$ cat config.mk
export PLATFORM = sky130hd
export DESIGN_NAME = token_encoder
export DESIGN_NICKNAME = d
export VERILOG_FILES = /design/src/rtl/token_encoder.sv
export SDC_FILE = /design/constraint.sdc
export NUM_CORES = 1
export LEC_CHECK = 0
export CORE_MARGIN = 2
export CORE_UTILIZATION = 30
export DETAILED_ROUTE_END_ITERATION = 10
export SLEW_MARGIN = 10
export SYNTH_ARGS = -nofsm -noshare
export SYNTH_HDL_FRONTEND = slang
export SYNTH_SLANG_ARGS = --single-unit
$ cat constraint.sdc
create_clock -name clk -period 2.9 [get_ports clk]
set_input_delay 0.58 -clock clk [delete_from_list [all_inputs] [get_ports clk]]
set_output_delay 0.58 -clock clk [all_outputs]
set_load 0.005 [all_outputs]
$ cat src/rtl/token_encoder.sv
// Greedy longest-match tokenizer over a zero-terminated input string and packed vocabulary.
// Optional feature: define TOKEN_ENCODER_UNK_EN to emit UNK_CODE for unmatched characters instead of flagging err.
module token_encoder #(
  parameter int DATA_WIDTH = 8,
  parameter int IN_AW      = 4,
  parameter int VOC_AW     = 6,
  parameter int CODE_W     = 4,
  parameter logic [CODE_W-1:0] UNK_CODE = '1
) (
  input  logic                  clk,
  input  logic                  rst,
  input  logic                  start,
  output logic                  busy,
  output logic                  done,
  output logic [IN_AW-1:0]      in_addr,
  input  logic [DATA_WIDTH-1:0] in_data,
  output logic [VOC_AW-1:0]     voc_addr,
  input  logic [DATA_WIDTH-1:0] voc_data,
  output logic                  tok_valid,
  input  logic                  tok_ready,
  output logic [CODE_W-1:0]     tok_code,
  output logic [IN_AW:0]        tok_len,
  output logic [IN_AW:0]        tok_count,
  output logic                  err
);

  typedef enum logic [2:0] {IDLE, ADDR, CMP, SKIP, EMIT, DONE} state_t;

  localparam logic [IN_AW-1:0]  IN_LAST  = '1;
  localparam logic [VOC_AW-1:0] VOC_LAST = '1;

  state_t                  state;
  logic [IN_AW-1:0]        pos;
  logic [IN_AW:0]          k;
  logic [CODE_W-1:0]       idx;
  logic [IN_AW:0]          best_len;
  logic [CODE_W-1:0]       best_code;
  logic                    skip_wait;
  logic                    p_zero;
  logic [DATA_WIDTH-1:0]   in_char;

  // The last input address always reads as a terminator.
  always_comb begin
    in_char = in_data;
    if (in_addr == IN_LAST) in_char = '0;
  end

  always_ff @(posedge clk) begin
    if (rst) begin
      state     <= IDLE;
      busy      <= 1'b0;
      done      <= 1'b0;
      err       <= 1'b0;
      tok_valid <= 1'b0;
      tok_code  <= '0;
      tok_len   <= '0;
      tok_count <= '0;
      in_addr   <= '0;
      voc_addr  <= '0;
      pos       <= '0;
      k         <= '0;
      idx       <= '0;
      best_len  <= '0;
      best_code <= '0;
      skip_wait <= 1'b0;
      p_zero    <= 1'b0;
    end else begin
      case (state)
        IDLE, DONE: begin
          if (start) begin
            state     <= ADDR;
            busy      <= 1'b1;
            done      <= 1'b0;
            err       <= 1'b0;
            tok_count <= '0;
            in_addr   <= '0;
            voc_addr  <= '0;
            pos       <= '0;
            k         <= '0;
            idx       <= '0;
            best_len  <= '0;
            best_code <= '0;
          end
        end

        ADDR: state <= CMP;

        CMP: begin
          if (k == '0) p_zero <= (in_char == '0);
          if (k == '0 && in_char == '0) begin
            state <= EMIT;
          end else if (voc_addr == VOC_LAST) begin
            state <= EMIT;
          end else if (voc_data == '0) begin
            if (k == '0) begin
              state <= EMIT;
            end else begin
              // Strictly greater keeps the earlier entry on equal lengths.
              if (k > best_len) begin
                best_len  <= k;
                best_code <= idx;
              end
              voc_addr <= voc_addr + 1'b1;
              in_addr  <= pos;
              k        <= '0;
              idx      <= idx + 1'b1;
              state    <= ADDR;
            end
          end else if (voc_data == in_char) begin
            k        <= k + 1'b1;
            in_addr  <= in_addr + 1'b1;
            voc_addr <= voc_addr + 1'b1;
            state    <= ADDR;
          end else begin
            voc_addr  <= voc_addr + 1'b1;
            skip_wait <= 1'b1;
            state     <= SKIP;
          end
        end

        // Two cycles per vocabulary character: address, then sample.
        SKIP: begin
          if (skip_wait) begin
            skip_wait <= 1'b0;
          end else if (voc_addr == VOC_LAST) begin
            state <= EMIT;
          end else if (voc_data == '0) begin
            voc_addr <= voc_addr + 1'b1;
            in_addr  <= pos;
            k        <= '0;
            idx      <= idx + 1'b1;
            state    <= ADDR;
          end else begin
            voc_addr  <= voc_addr + 1'b1;
            skip_wait <= 1'b1;
          end
        end

        EMIT: begin
          if (!tok_valid) begin
            if (p_zero) begin
              state <= DONE;
              busy  <= 1'b0;
              done  <= 1'b1;
            end else if (best_len != '0) begin
              tok_valid <= 1'b1;
              tok_code  <= best_code;
              tok_len   <= best_len;
            end else begin
`ifdef TOKEN_ENCODER_UNK_EN
              tok_valid <= 1'b1;
              tok_code  <= UNK_CODE;
              tok_len   <= {{IN_AW{1'b0}}, 1'b1};
`else
              // tok_code shows UNK_CODE alongside err; tok_valid stays low.
              tok_code <= UNK_CODE;
              err      <= 1'b1;
              done     <= 1'b1;
              busy     <= 1'b0;
              state    <= DONE;
`endif
            end
          end else if (tok_ready) begin
            tok_valid <= 1'b0;
            tok_count <= tok_count + 1'b1;
            pos       <= pos + tok_len[IN_AW-1:0];
            in_addr   <= pos + tok_len[IN_AW-1:0];
            voc_addr  <= '0;
            k         <= '0;
            idx       <= '0;
            best_len  <= '0;
            best_code <= '0;
            state     <= ADDR;
          end
        end

        default: state <= IDLE;
      endcase
    end
  end

endmodule

# ---- Yosys cells after proc, flatten, opt, wreduce, memory -nomap -nowiden
# Index checks and enable logic that the tools add are counted.
dict set report word_totals {
  word_cells 180
  register_bits 55
  rom_bits 0
  memories 0
  mem_bits_rw 0
  out_inout_bits 28
  latch_bits 0
}
dict set report op_classes {
  addsub 6
  shift 0
  n_eq_ne 30
  reduce_logical 23
  mul 0
  bitwise_logic 2
  div 0
  magnitude_cmp 1
  muxes 101
}
# op count
set ops {}
lappend ops {{two-way mux 4 bit} 26}
lappend ops {{two-way mux 5 bit} 18}
lappend ops {{two-way mux 6 bit} 9}
lappend ops {{two-way mux 3 bit} 12}
lappend ops {{!= test 2 bit, second input constant} 16}
lappend ops {{case mux 4 bit (4 select lines)} 2}
lappend ops {{case mux 6 bit (4 select lines)} 1}
lappend ops {{AND reduction 11 bit} 2}
lappend ops {{two-way mux 1 bit} 21}
lappend ops {{case mux 5 bit (4 select lines)} 1}
lappend ops {{AND reduction 9 bit} 2}
lappend ops {{logical NOT 8 bit} 2}
lappend ops {{!= test 3 bit, second input constant} 5}
lappend ops {{case mux 3 bit (5 select lines)} 1}
lappend ops {{case mux 5 bit (3 select lines)} 1}
lappend ops {{AND reduction 5 bit} 3}
lappend ops {{case mux 4 bit (3 select lines)} 1}
lappend ops {{AND reduction 4 bit} 3}
lappend ops {{adder 5 x 1 -> 5 bit, second input constant} 2}
lappend ops {{case mux 5 bit (2 select lines)} 1}
lappend ops {{adder 4 x 1 -> 4 bit, second input constant} 2}
lappend ops {{equality test 8 bit} 1}
lappend ops {{two-way mux 8 bit} 1}
lappend ops {{case mux 1 bit (2 select lines)} 4}
lappend ops {{22 further kinds} 26}

# ---- Logic depth before layout (Yosys ltp)
dict set report depth {
  depth_word 8
  mapped_depth 9
}

# ---- Least setup slack after synthesis
# OpenSTA, ideal clock, no wires.
dict set report synth_timing {
  path_type {input port to flip-flop}
  start {input port voc_data[5]}
  end {register best_len[2]}
  required_ps 2835
  t_arrival_ps 2375
  cell_stages 8
  path_slack_ps 460
  cell_sequence {or4_4 -> or2_1 -> buf_6 -> a211o_1 -> a22oi_2 -> buf_6 -> mux2_4 -> nor2_1}
}
dict set report synth_between {
  elab_chain_cells 3
}
# element line_no
set synth_lines {}
lappend synth_lines {{start, declared} 18} ;# input logic [DATA_WIDTH-1:0] voc_data,
lappend synth_lines {{logical NOT 8 bit} 94} ;# end else if (voc_data == '0) begin
lappend synth_lines {{!= test 2 bit (no line)} -}
lappend synth_lines {{AND reduction 9 bit (no line)} -}
lappend synth_lines {{end signal, assigned} 100} ;# best_len <= k;
lappend synth_lines {{end, declared} 36} ;# logic [IN_AW:0] best_len;
# No other way between the ends.
# A chain may end at the register's enable or synchronous reset.

# ---- Final worst setup path
# Same ends and word-level chain as after synthesis.

==> flow_summary.toml <==
[power_and_ir_drop]
sw_frac_of_total = 0.417
p_int_w = 0.00169
p_leak_nw = 1.50
clockPowerShare = 0.148
ir_drop_uv = 238
p_seq_frac = 0.336
cellPowerDensity_nw_per_um2 = 714
power.share.combinational = 0.516
p_total_w = 0.00291
p_sw_w = 0.00121

[final_layout]
synthToLayoutAreaGrowth_pct = 24.1
drive_gt1_frac = 0.128
fillers = 1114
num-nets-final = 487
diodes = 0

[synthesis]
yosysTopAreaCellShare = 0.336
ys.warnings.count = 0
syn_avg_cell_area_um2 = 8.30
synth-edff-count = 0
synth_cell_type_count = 68
synthFlopType = "dfxtp_1"
async_reset_ff_frac = 0
yosysTopAreaCell = "dfxtp_1"
ys_seq_area_frac = 0.336
netlist_instances = 395
synth_nets = 430
synth_common_cells = "dfxtp_1 (55), nor2_1 (42), a21oi_1 (38)"
ys_ff_latch = 55
yosysMostFrequentCell = "dfxtp_1"
yosys-top-cells-area = "dfxtp_1 (34%), a21oi_1 (5.8%), ha_1 (5.3%)"
syn_area_um2 = 3280

[critical_path]
worstSetupPathType = "input pin to register"
critPathLaunchType = "input pin"
cp_top_family = "simple AND/OR/NAND/NOR gates"
crit_fanout = 10
crit_buf_inv = 2
cp.depth = 8
crit_path_end_kind = "register"
ff2ff_path_depth = 8
max_stage_delay_ns = 0.55
worstPathCellList = "clkdlybuf4s50_1 -> or4_4 -> or2_1 -> a211o_1 -> a22oi_2 -> buf_12 -> mux2_4 -> nor2_1"
cp.required_ns = 3.16
cp_slowest_cell = "or4_4"
worstPathArrival_ns = 2.86

[detailed_routing]
wl_per_cell_um = 15.5
first_pass_iters = 4
vias = 3127
drt-initial-drc-count = 171
vias_per_cell = 5.27
wl_mm = 9.16
drc = 0
drtAntennaViolNets = 0

[floorplanning]
dieArea_um2 = 11800
rows = 38
die_w_um = 109
io_pins = 48
start_util = 0.305
die_height_um = 109
coreArea_um2 = 10700

[run]
drv_cap = 0

[timing]
setup_tns_ns = 0
finalSetupViolations = 0
rsz0062_at_grt = "false"
skew_ns = 0.0121
fmax_mhz = 384
hold_viol = 0
drv_slew = 0
tightest_slew_ns = 0.914
min_period_over_period = 0.897
timing.final.crit_period_ns = 2.60
slew_headroom = 0.382

[global_routing]
grt_overflow = 0
grt_pass1_vias = 3022
grt_first_pass_wirelength_mm = 14.9
antenna_found_initial = 0
track_usage = 0.159
grt_start_max_net_pins = 21

[cts]
clk_pin_slew_worst_paths_ns = 0.10
worstSkewPairLatency_ns = 0.32
post_cts.repair.setup_buffers = 0
cts_root_buffer = "clkbuf_8"
numClockSinks = 55
numCtsBuffers = 5
cts-hold-fix-buffers = 0
htree_levels = 2
max-clock-path-buffers = 2
cts_resized = 0
cts_tree = "built"

[min_path]
min_path_type = "register to register"
holdPathStages = 2

[status]
status = "completed"

[placement]
port_buffers = 47
gp_congestion = 0.834
dp_hpwl_mm = 7.01
[power by group through the flow]
| stage | Combinational (W) | Clock [W] | Sequential, W |
|---|---|---|---|
| 5_1_grt | 0.00165 | 0.000479 | 0.000996 |
| 2_1_floorplan | 0.00103 | 0 | 0.000942 |
| 3_5_place_dp | 0.00149 | 0 | 0.000992 |
| 4_1_cts | 0.00150 | 0.000445 | 0.000975 |
| 3_3_place_gp | 0.00148 | 0 | 0.000992 |
| 6_report | 0.00150 | 0.000429 | 0.000977 |
[layout make-up]
class / instances / area [µm²] / share of cell area
Tap cell: 140 / 175 / 0.0430
Sequential cell: 55 / 1100 / 0.271
Multi-Input combinational cell: 301 / 1970 / 0.484
Timing Repair Buffer: 73 / 678 / 0.167
Clock inverter: 3 / 15.0 / 0.00369
Clock buffer: 5 / 68.8 / 0.0169
Inverter: 16 / 60.1 / 0.0148
[per-stage QoR]
step	hold WS [ns]	std cells	instance area [µm²]	utilization	setup slack (ns)
finish	0.468	593	4070	0.379	0.299
global route	0.514	593	4070	0.379	0.104
CTS	0.473	593	4070	0.379	0.309
detailed placement	0.456	585	3990	0.371	-0.00569
global placement	0.451	585	3990	0.371	0.0128
floorplan	0.444	395	3280	-	0.460
[metal layers]
metal,vias to the layer above,global-route usage,routed length (µm)
li1,1555,-,-
met1,1497,0.207,4250
met2,63,0.259,4390
met3,12,0.0289,353
met4,0,0.0604,177
met5,-,0,0
[worst reg2reg max path: cells and delay by family, from the launching register on]
kind                     cells  cell delay, ns
AO/OA/AOI/OAI                3            0.84
flip-flops                   1            0.50
AND/OR/NAND/NOR              2            0.27
adder cells (fa/ha/maj)      1            0.30
buffers and inverters        1            0.18
multiplexers                 1            0.30
[cells in the final DEF (no fill, tap or decap), types with 4 or more instances in the layout]
master,count
buf_4,25
a22oi_1,8
nand2b_1,8
nand2_1,21
inv_1,16
a21oi_1,38
a21oi_2,4
clkdlybuf4s50_1,47
ha_1,14
clkbuf_8,5
o22ai_1,9
o31ai_1,4
xor2_1,5
mux2i_1,7
a311oi_1,5
nor2b_1,9
nand3_1,18
nor3_1,9
and2_1,5
dfxtp_1,55
nand4_1,8
nor2_1,42
o21ai_0,17
[state kept, by name (all words and copies together) (netlist names)]
signal     count
tok_code       4
voc_addr       6
best_len       5
idx            4
tok_count      5
best_code      4
state          3
done           1
tok_valid      1
pos            4
k              5
p_zero         1
err            1
tok_len        5
skip_wait      1
in_addr        4
busy           1
[final timing paths]
| check | end | slack [ns] | startpoint |
|---|---|---|---|
| max | best_len[2]$_SDFFE_PP0P_ | 0.30 | voc_data[5] |
| min | tok_len[4]$_SDFFE_PP0P_ | 0.47 | tok_len[4]$_SDFFE_PP0P_ |
| max reg2reg | best_len[2]$_SDFFE_PP0P_ | 0.46 | k[3]$_SDFFE_PP0P_ |
| min reg2reg | tok_len[4]$_SDFFE_PP0P_ | 0.47 | tok_len[4]$_SDFFE_PP0P_ |
[cell families after synthesis]
| logic type | after synthesis | synth area share |
|---|---|---|
| buffers and inverters | 39 | 0.0630 |
| XOR/XNOR | 8 | 0.0214 |
| adder cells (fa/ha/maj) | 15 | 0.0595 |
| AND/OR/NAND/NOR | 148 | 0.242 |
| multiplexers | 10 | 0.0351 |
| flip-flops | 55 | 0.336 |
| AO/OA/AOI/OAI | 120 | 0.243 |
Power figures use the tool's default switching activity.
